### src/rtl/mem_arbiter_pkg.sv
// Shared types and constants for the two-master SRAM arbiter.
package mem_arbiter_pkg;

    localparam int         REG_BUS     = 32;
    localparam logic [3:0] ARB_SEL_ALL = 4'b1111;

    typedef enum logic [1:0] {
        ARB_IDLE     = 2'd0,
        ARB_BUSY_IF  = 2'd1,
        ARB_BUSY_MEM = 2'd2,
        ARB_DONE     = 2'd3
    } arb_state_e;

    typedef struct packed {
        logic               we;
        logic [REG_BUS-1:0] addr;
        logic [3:0]         sel;
        logic [REG_BUS-1:0] data;
    } ram_req_t;

endpackage

### src/rtl/arb_timeout_counter.sv
// Watchdog for one downstream access: counts stalled BUSY cycles up to a limit.
module arb_timeout_counter #(
    parameter int W = 8
) (
    input  logic         clk,
    input  logic         rst,
    input  logic         clear_i,
    input  logic         enable_i,
    input  logic [W-1:0] limit_i,
    output logic         expired_o
);

    logic [W-1:0] cnt_q, cnt_d;

    always_comb begin
        cnt_d = cnt_q;
        if (clear_i) begin
            cnt_d = '0;
        end else if (enable_i) begin
            cnt_d = cnt_q + W'(1);
        end
    end

    always_ff @(posedge clk or posedge rst) begin
        if (rst) begin
            cnt_q <= '0;
        end else begin
            cnt_q <= cnt_d;
        end
    end

    // Fires on the stalled cycle whose increment would reach the limit.
    assign expired_o = enable_i && !clear_i && (cnt_q == limit_i - W'(1));

endmodule

### src/rtl/mem_arbiter.sv
// Shares one SRAM path between instruction fetch and data access, one access at a time,
// with fixed MEM priority, IF anti-starvation and a watchdog abort.
module mem_arbiter
    import mem_arbiter_pkg::*;
#(
    parameter int STARVE_LIMIT   = 4,
    parameter int TIMEOUT_CYCLES = 255
) (
    input  logic               clk,
    input  logic               rst,
    input  logic               if_req_i,
    input  logic [REG_BUS-1:0] if_addr_i,
    output logic [REG_BUS-1:0] if_data_o,
    output logic               if_ready_o,
    input  logic               mem_ce_i,
    input  logic               mem_we_i,
    input  logic [REG_BUS-1:0] mem_addr_i,
    input  logic [3:0]         mem_sel_i,
    input  logic [REG_BUS-1:0] mem_data_i,
    output logic [REG_BUS-1:0] mem_data_o,
    output logic               mem_ready_o,
    output logic               ram_ce_o,
    output logic               ram_we_o,
    output logic [REG_BUS-1:0] ram_addr_o,
    output logic [3:0]         ram_sel_o,
    output logic [REG_BUS-1:0] ram_data_o,
    input  logic [REG_BUS-1:0] ram_data_i,
    input  logic               ram_ready_i,
    output logic               bus_err_o
);

    localparam logic [3:0] STARVE_MAX = 4'(STARVE_LIMIT);
    localparam logic [7:0] TO_LIMIT   = 8'(TIMEOUT_CYCLES);

    arb_state_e         state_q, state_d;
    logic [3:0]         starve_q, starve_d;
    ram_req_t           req_q, req_d;
    logic               ce_q, ce_d;
    logic [REG_BUS-1:0] if_data_q, if_data_d;
    logic [REG_BUS-1:0] mem_data_q, mem_data_d;
    logic               if_ready_q, if_ready_d;
    logic               mem_ready_q, mem_ready_d;
    logic               err_q, err_d;
    logic               busy;
    logic               expired;

    assign busy = (state_q == ARB_BUSY_IF) || (state_q == ARB_BUSY_MEM);

    arb_timeout_counter #(.W(8)) u_timeout (
        .clk      (clk),
        .rst      (rst),
        .clear_i  (!busy),
        .enable_i (busy && !ram_ready_i),
        .limit_i  (TO_LIMIT),
        .expired_o(expired)
    );

    always_comb begin
        state_d     = state_q;
        starve_d    = starve_q;
        req_d       = req_q;
        ce_d        = ce_q;
        if_data_d   = if_data_q;
        mem_data_d  = mem_data_q;
        if_ready_d  = 1'b0;
        mem_ready_d = 1'b0;
        err_d       = 1'b0;
        case (state_q)
            ARB_IDLE: begin
                // MEM wins unless IF has already been passed over STARVE_LIMIT times.
                if (mem_ce_i && !(if_req_i && (starve_q == STARVE_MAX))) begin
                    state_d  = ARB_BUSY_MEM;
                    starve_d = if_req_i ? starve_q + 4'd1 : 4'd0;
                    ce_d     = 1'b1;
                    req_d    = '{we: mem_we_i, addr: mem_addr_i, sel: mem_sel_i, data: mem_data_i};
                end else if (if_req_i) begin
                    state_d  = ARB_BUSY_IF;
                    starve_d = 4'd0;
                    ce_d     = 1'b1;
                    req_d    = '{we: 1'b0, addr: if_addr_i, sel: ARB_SEL_ALL, data: '0};
                end
            end
            ARB_BUSY_IF, ARB_BUSY_MEM: begin
                if (ram_ready_i || expired) begin
                    state_d = ARB_DONE;
                    ce_d    = 1'b0;
                    req_d   = '0;
                    err_d   = !ram_ready_i;
                    if (state_q == ARB_BUSY_IF) begin
                        if_ready_d = 1'b1;
                        if_data_d  = ram_ready_i ? ram_data_i : '0;
                    end else begin
                        mem_ready_d = 1'b1;
                        mem_data_d  = ram_ready_i ? ram_data_i : '0;
                    end
                end
            end
            ARB_DONE: begin
                state_d = ARB_IDLE;
            end
            default: begin
                state_d = ARB_IDLE;
            end
        endcase
    end

    always_ff @(posedge clk or posedge rst) begin
        if (rst) begin
            state_q     <= ARB_IDLE;
            starve_q    <= '0;
            req_q       <= '0;
            ce_q        <= 1'b0;
            if_data_q   <= '0;
            mem_data_q  <= '0;
            if_ready_q  <= 1'b0;
            mem_ready_q <= 1'b0;
            err_q       <= 1'b0;
        end else begin
            state_q     <= state_d;
            starve_q    <= starve_d;
            req_q       <= req_d;
            ce_q        <= ce_d;
            if_data_q   <= if_data_d;
            mem_data_q  <= mem_data_d;
            if_ready_q  <= if_ready_d;
            mem_ready_q <= mem_ready_d;
            err_q       <= err_d;
        end
    end

    assign ram_ce_o    = ce_q;
    assign ram_we_o    = req_q.we;
    assign ram_addr_o  = req_q.addr;
    assign ram_sel_o   = req_q.sel;
    assign ram_data_o  = req_q.data;
    assign if_data_o   = if_data_q;
    assign if_ready_o  = if_ready_q;
    assign mem_data_o  = mem_data_q;
    assign mem_ready_o = mem_ready_q;
    assign bus_err_o   = err_q;

endmodule

### config.mk
export PLATFORM = sky130hd
export DESIGN_NAME = mem_arbiter
export DESIGN_NICKNAME = d
export VERILOG_FILES = /design/src/rtl/mem_arbiter_pkg.sv /design/src/rtl/arb_timeout_counter.sv /design/src/rtl/mem_arbiter.sv
export SDC_FILE = /design/constraint.sdc
export NUM_CORES = 1
export LEC_CHECK = 0
export CAP_MARGIN = 30
export CORE_MARGIN = 2
export CORE_UTILIZATION = 45
export CTS_CLUSTER_DIAMETER = 60
export DETAILED_ROUTE_END_ITERATION = 10
export MAX_ROUTING_LAYER = met4
export PLACE_DENSITY = 0.88
export SYNTH_ARGS = -nofsm -noshare
export SYNTH_HDL_FRONTEND = slang
export SYNTH_SLANG_ARGS = --single-unit
### constraint.sdc
create_clock -name clk -period 9.8 [get_ports clk]
set_input_delay 1.96 -clock clk [delete_from_list [all_inputs] [get_ports clk]]
set_output_delay 1.96 -clock clk [all_outputs]
set_load 0.03 [all_outputs]
==> flow_summary.html <==
<table>
<tr><th>Metric</th><th>Value</th></tr>
<tr><th colspan="2">Critical path</th></tr>
<tr><td>Slowest cell on the critical path</td><td>sky130_fd_sc_hd__buf_4</td></tr>
<tr><td>Critical path's top delay family</td><td>buffers and inverters</td></tr>
<tr><td>Buffer and inverter count on the worst path</td><td>3</td></tr>
<tr><td>Worst stage delay on the critical path</td><td>between 0.5 and 0.6 ns</td></tr>
<tr><td>Top fanout value on the critical path</td><td>74</td></tr>
<tr><td>Kind of end point of the critical path</td><td>flop</td></tr>
<tr><td>Critical-path cell list</td><td>buf_2, buf_4, o21bai_2, nand2_1, buf_8, a32o_1</td></tr>
<tr><td>CP startpoint kind</td><td>input port</td></tr>
<tr><td>Start-to-end type of the worst setup path</td><td>input port to flop</td></tr>
<tr><td>CP required</td><td>10.10 ns</td></tr>
<tr><td>Arrival time of data at the critical path endpoint</td><td>approximately 3.9 ns</td></tr>
<tr><th colspan="2">Synth</th></tr>
<tr><td>Portion of synthesized cell area occupied by the leading cell type</td><td>0.6070</td></tr>
<tr><td>Multiplexer fraction of the synthesized cell area</td><td>0.05146</td></tr>
<tr><td>Post-synthesis instance total</td><td>~450</td></tr>
<tr><td>Post-synthesis share of cell area spent on and, or, nand and nor gates</td><td>0.04603</td></tr>
<tr><td>Commonest cells in the netlist</td><td>sky130_fd_sc_hd__dfrtp_1 (151), sky130_fd_sc_hd__a32o_1 (67), sky130_fd_sc_hd__o2bb2ai_1 (36)</td></tr>
<tr><td>Mapped Area</td><td>~6200 sq um</td></tr>
<tr><td>Most common cell in the netlist</td><td>sky130_fd_sc_hd__dfrtp_1</td></tr>
<tr><td>Count of cell types in the netlist</td><td>38</td></tr>
<tr><td>Net count after synthesis</td><td>596</td></tr>
<tr><td>Post-synthesis register bit count</td><td>between 150 and 200</td></tr>
<tr><td>Post-Synth XOR/XNOR Area</td><td>0.007035</td></tr>
<tr><td>Synth warnings</td><td>0</td></tr>
<tr><td>Synth Area in Adders</td><td>0.01407</td></tr>
<tr><td>Cell type contributing the most total cell area after synthesis</td><td>sky130_fd_sc_hd__dfrtp_1</td></tr>
<tr><td>Count of flip-flops with a built-in enable after synthesis</td><td>0</td></tr>
<tr><td>Per-instance average area after synthesis</td><td>around 14 sq um</td></tr>
<tr><td>Sequential cell area fraction in the yosys report</td><td>0.6070</td></tr>
<tr><td>Main combinational cell family by area after synthesis</td><td>compound AO/OA/AOI/OAI gates</td></tr>
<tr><td>Share of the synthesized area in compound gates (AO/OA/AOI/OAI)</td><td>0.2273</td></tr>
<tr><td>Asr flop ratio synth</td><td>1.000</td></tr>
<tr><td>Top flip-flop cell by instance count after synthesis</td><td>sky130_fd_sc_hd__dfrtp_1</td></tr>
<tr><td>Top post-synthesis cells by area</td><td>sky130_fd_sc_hd__dfrtp_1 (61%), sky130_fd_sc_hd__a32o_1 (11%), sky130_fd_sc_hd__mux2i_1 (5.1%), sky130_fd_sc_hd__o2bb2ai_1 (5.1%), sky130_fd_sc_hd__a22o_1 (4.6%)</td></tr>
<tr><th colspan="2">Clocking</th></tr>
<tr><td>CTS Buffer Depth</td><td>2</td></tr>
<tr><td>Clock latency on the worst-skew pair</td><td>roughly 0.42 ns</td></tr>
<tr><td>Clock tree from TritonCTS</td><td>yes</td></tr>
<tr><td>Buffer type at the clock tree root</td><td>sky130_fd_sc_hd__clkbuf_16</td></tr>
<tr><td>H-tree depth</td><td>4</td></tr>
<tr><td>Hold-fix buffer count after cts</td><td>0</td></tr>
<tr><td>Number of gates given a new drive strength after cts</td><td>0</td></tr>
<tr><td>Clk slew on worst S/H paths</td><td>0.07 ns</td></tr>
<tr><td>Clock Sink Count</td><td>~150</td></tr>
<tr><td>CTS buffer count</td><td>17</td></tr>
<tr><td>Buffers inserted by post-CTS timing repair</td><td>0</td></tr>
<tr><th colspan="2">STA</th></tr>
<tr><td>Fin Setup TNS</td><td>0 ns</td></tr>
<tr><td>Worst setup skew after layout</td><td>between 0.008 and 0.009 ns</td></tr>
<tr><td>Final Slew Violations</td><td>0</td></tr>
<tr><td>Relative slew slack</td><td>0.5053</td></tr>
<tr><td>Upper clock frequency limit</td><td>276.7 MHz</td></tr>
<tr><td>Ratio of final minimum period to clock period</td><td>0.3687</td></tr>
<tr><td>Setup repair after global routing missed its margin</td><td>no</td></tr>
<tr><td>Hold slack final</td><td>0.4846 ns</td></tr>
<tr><td>Transition time at the pin with the least slew margin</td><td>between 0.7 and 0.8 ns</td></tr>
<tr><td>Final critical delay including setup and external delays</td><td>roughly 3.6 ns</td></tr>
<tr><td>Final setup fails</td><td>0</td></tr>
<tr><td>Final count of hold timing violations</td><td>0</td></tr>
<tr><th colspan="2">Layout</th></tr>
<tr><td>Nets</td><td>approximately 860</td></tr>
<tr><td>Count of filler cells inserted in the layout</td><td>between 800 and 900</td></tr>
<tr><td>Layout cell share with drive strength beyond 1</td><td>0.07310</td></tr>
<tr><td>Final std cell area, no fill</td><td>around 9700 sq um</td></tr>
<tr><td>Core utilization of the finished layout</td><td>0.7219</td></tr>
<tr><td>Relative area change from synthesis to final layout</td><td>55.42%</td></tr>
<tr><th colspan="2">Global route</th></tr>
<tr><td>Antenna violations before repair</td><td>1</td></tr>
<tr><td>Met3 usage</td><td>0.08193</td></tr>
<tr><td>Total grt overflow</td><td>0</td></tr>
<tr><td>Total routing usage reported by global routing</td><td>0.2713</td></tr>
<tr><td>Pin count of the biggest net entering global routing</td><td>75</td></tr>
<tr><td>Met1 track utilization from global routing</td><td>0.3075</td></tr>
<tr><td>Most used routing layer</td><td>met2</td></tr>
<tr><td>GRT met2 Usage</td><td>0.4551</td></tr>
<tr><td>Wire length of the first global-routing pass</td><td>just under 30 mm</td></tr>
<tr><td>Via count of the first global-routing pass</td><td>about 5400</td></tr>
<tr><th colspan="2">Floorplan</th></tr>
<tr><td>I/O pins</td><td>between 200 and 300</td></tr>
<tr><td>Number of placement rows</td><td>42</td></tr>
<tr><td>Area of the die</td><td>14790 sq um</td></tr>
<tr><td>Die outline width</td><td>about 120 um</td></tr>
<tr><td>Die span in y</td><td>between 100 and 150 um</td></tr>
<tr><td>Starting density of the core</td><td>0.4645</td></tr>
<tr><td>Core Region</td><td>about 13000 sq um</td></tr>
<tr><th colspan="2">Route</th></tr>
<tr><td>Vias after detailed routing</td><td>around 5200</td></tr>
<tr><td>Iter 0 DRT Violations</td><td>approximately 320</td></tr>
<tr><td>Post-route DRC violation count</td><td>0</td></tr>
<tr><td>First-pass DRT Iterations</td><td>4</td></tr>
<tr><td>Final wirelength</td><td>19.63 mm</td></tr>
<tr><td>Vias/cell</td><td>~5.7</td></tr>
<tr><td>WL/cell</td><td>21.76 um</td></tr>
<tr><td>Number of routed nets with antenna violations</td><td>0</td></tr>
<tr><th colspan="2">Place</th></tr>
<tr><td>Detail Placement HPWL</td><td>approximately 14 mm</td></tr>
<tr><td>Cell area after placement</td><td>9094 sq um</td></tr>
<tr><td># port buffers</td><td>~270</td></tr>
<tr><td>Weighted congestion at the end of routability-driven global placement</td><td>approximately 0.91</td></tr>
<tr><th colspan="2">Power and ir drop</th></tr>
<tr><td>Leakage power figure</td><td>just over 4 nW</td></tr>
<tr><td>Power Density</td><td>~360 nW/um^2</td></tr>
<tr><td>Maximum VDD drop</td><td>0.2149 mV</td></tr>
<tr><td>Total power after layout</td><td>about 0.0035 W</td></tr>
<tr><th colspan="2">Status</th></tr>
<tr><td>Run status</td><td>completed</td></tr>
<tr><th colspan="2">Hold path</th></tr>
<tr><td>Worst Hold Class</td><td>flop to flop</td></tr>
<tr><th colspan="2">Run</th></tr>
<tr><td>Max Cap Viol</td><td>0</td></tr>
</table>
==> metal layers <==
metal  vias up  routed length, um  part of all wire
met2       288               9958              0.51
met3        37               1934             0.099
li1       2273                  -                 -
met1      2555               7181              0.37
met5         -                  0                 0
met4         0                554             0.028
==> sequential cells by signal, indices dropped and copies added (netlist names) <==
| signal | count |
|---|---|
| bus_err_o | 1 |
| ram_sel_o | 4 |
| state_q | 2 |
| ram_data_o | 32 |
| mem_ready_o | 1 |
| if_ready_o | 1 |
| ram_ce_o | 1 |
| starve_q | 4 |
| ram_we_o | 1 |
| mem_data_o | 32 |
| ram_addr_o | 32 |
| if_data_o | 32 |
| u_timeout.cnt_q | 8 |
==> kinds of logic (layout without fill, tap and decap cells) <==
family	Yosys count	count (layout)
multiplexers	32	32
AND/OR/NAND/NOR	48	48
AO/OA/AOI/OAI	155	155
flip-flops	151	151
adder cells (fa/ha/maj)	7	7
buffers and inverters	53	327
XOR/XNOR	5	5
other	0	1
==> stage by stage <==
| stage | worst slack (ns) | cells |
|---|---|---|
| after CTS | 6.203 | 901 |
| after detailed placement | 5.740 | 869 |
| after floorplan | 3.775 | 451 |
| final | 6.186 | 902 |
| after global placement | 5.540 | 864 |
| after global routing | 6.035 | 902 |
==> worst register-to-register path, delay by kind of cell, from the launching register on <==
family	cells	cell delay [ns]
AOI/OAI and AO/OA	1	0.23
buffers and inverters	3	0.78
DFF	1	0.37
adders and majority gates	1	0.61
and+or+nand+nor	2	0.76
==> path summary, 6_finish.rpt <==
check	startpoint	end	slack [ns]	cells past startpoint
setup / recovery	ram_ready_i	mem_data_o[11]$_DFFE_PP0P_	6.19	6
min in group asynchronous	rst	ram_data_o[11]$_DFFE_PP0P_	2.00	2
setup reg to reg	state_q[0]$_DFFE_PP0P_	mem_data_o[11]$_DFFE_PP0P_	6.94	7
hold reg to reg	ram_addr_o[26]$_DFFE_PP0P_	ram_addr_o[26]$_DFFE_PP0P_	0.48	1
hold / removal	ram_addr_o[26]$_DFFE_PP0P_	ram_addr_o[26]$_DFFE_PP0P_	0.48	1
max in group asynchronous	rst	if_data_o[7]$_DFFE_PP0P_	6.60	4
==> cell type report <==
class,count,area [sq um],area share
Multi-Input combinational cell,247,2156,0.2228
Antenna cell,1,2.502,0.0002587
Sequential cell,151,3779,0.3906
Clock inverter,14,138.9,0.01436
Inverter,11,46.29,0.004785
Clock buffer,18,439.2,0.04540
Tap cell,176,220.2,0.02276
Timing Repair Buffer,284,2893,0.2990
==> power breakdown <==
group	internal [W]	total (W)	switching, W
Clock	0.000362	0.000632	0.000270
Sequential	0.000879	0.00103	0.000155
Combinational	0.000742	0.00179	0.00105
Total	0.00198	0.00346	0.00147
==> cells in the final DEF, fill, tap and decap left out, types with 2 or more instances in the layout <==
| cell | Yosys | layout |
|---|---|---|
| sky130_fd_sc_hd__o21ai_0 | 8 | 8 |
| sky130_fd_sc_hd__a21boi_0 | 2 | 2 |
| sky130_fd_sc_hd__buf_16 | 0 | 3 |
| sky130_fd_sc_hd__ha_1 | 7 | 7 |
| sky130_fd_sc_hd__nand2b_1 | 2 | 2 |
| sky130_fd_sc_hd__nor3_1 | 2 | 2 |
| sky130_fd_sc_hd__and2_1 | 8 | 8 |
| sky130_fd_sc_hd__nor2_1 | 5 | 5 |
| sky130_fd_sc_hd__nor2b_1 | 3 | 2 |
| sky130_fd_sc_hd__xnor2_1 | 4 | 4 |
| sky130_fd_sc_hd__or3_1 | 3 | 3 |
| sky130_fd_sc_hd__buf_4 | 1 | 5 |
| sky130_fd_sc_hd__a21oi_1 | 3 | 3 |
| sky130_fd_sc_hd__inv_6 | 0 | 7 |
| sky130_fd_sc_hd__clkbuf_16 | 0 | 17 |
| sky130_fd_sc_hd__nand3_1 | 3 | 3 |
| sky130_fd_sc_hd__clkdlybuf4s50_1 | 0 | 273 |
| sky130_fd_sc_hd__a32o_1 | 67 | 67 |
| sky130_fd_sc_hd__a31oi_1 | 2 | 2 |
| sky130_fd_sc_hd__nand2_1 | 12 | 12 |
| sky130_fd_sc_hd__mux2i_1 | 32 | 32 |
| sky130_fd_sc_hd__inv_1 | 11 | 10 |
| sky130_fd_sc_hd__dfrtp_1 | 151 | 151 |
| sky130_fd_sc_hd__clkinv_4 | 0 | 5 |
| sky130_fd_sc_hd__nand4b_1 | 4 | 4 |
| sky130_fd_sc_hd__a22o_1 | 33 | 33 |
| sky130_fd_sc_hd__o2bb2ai_1 | 36 | 36 |
No activity file was read; power rests on OpenSTA's default activity.
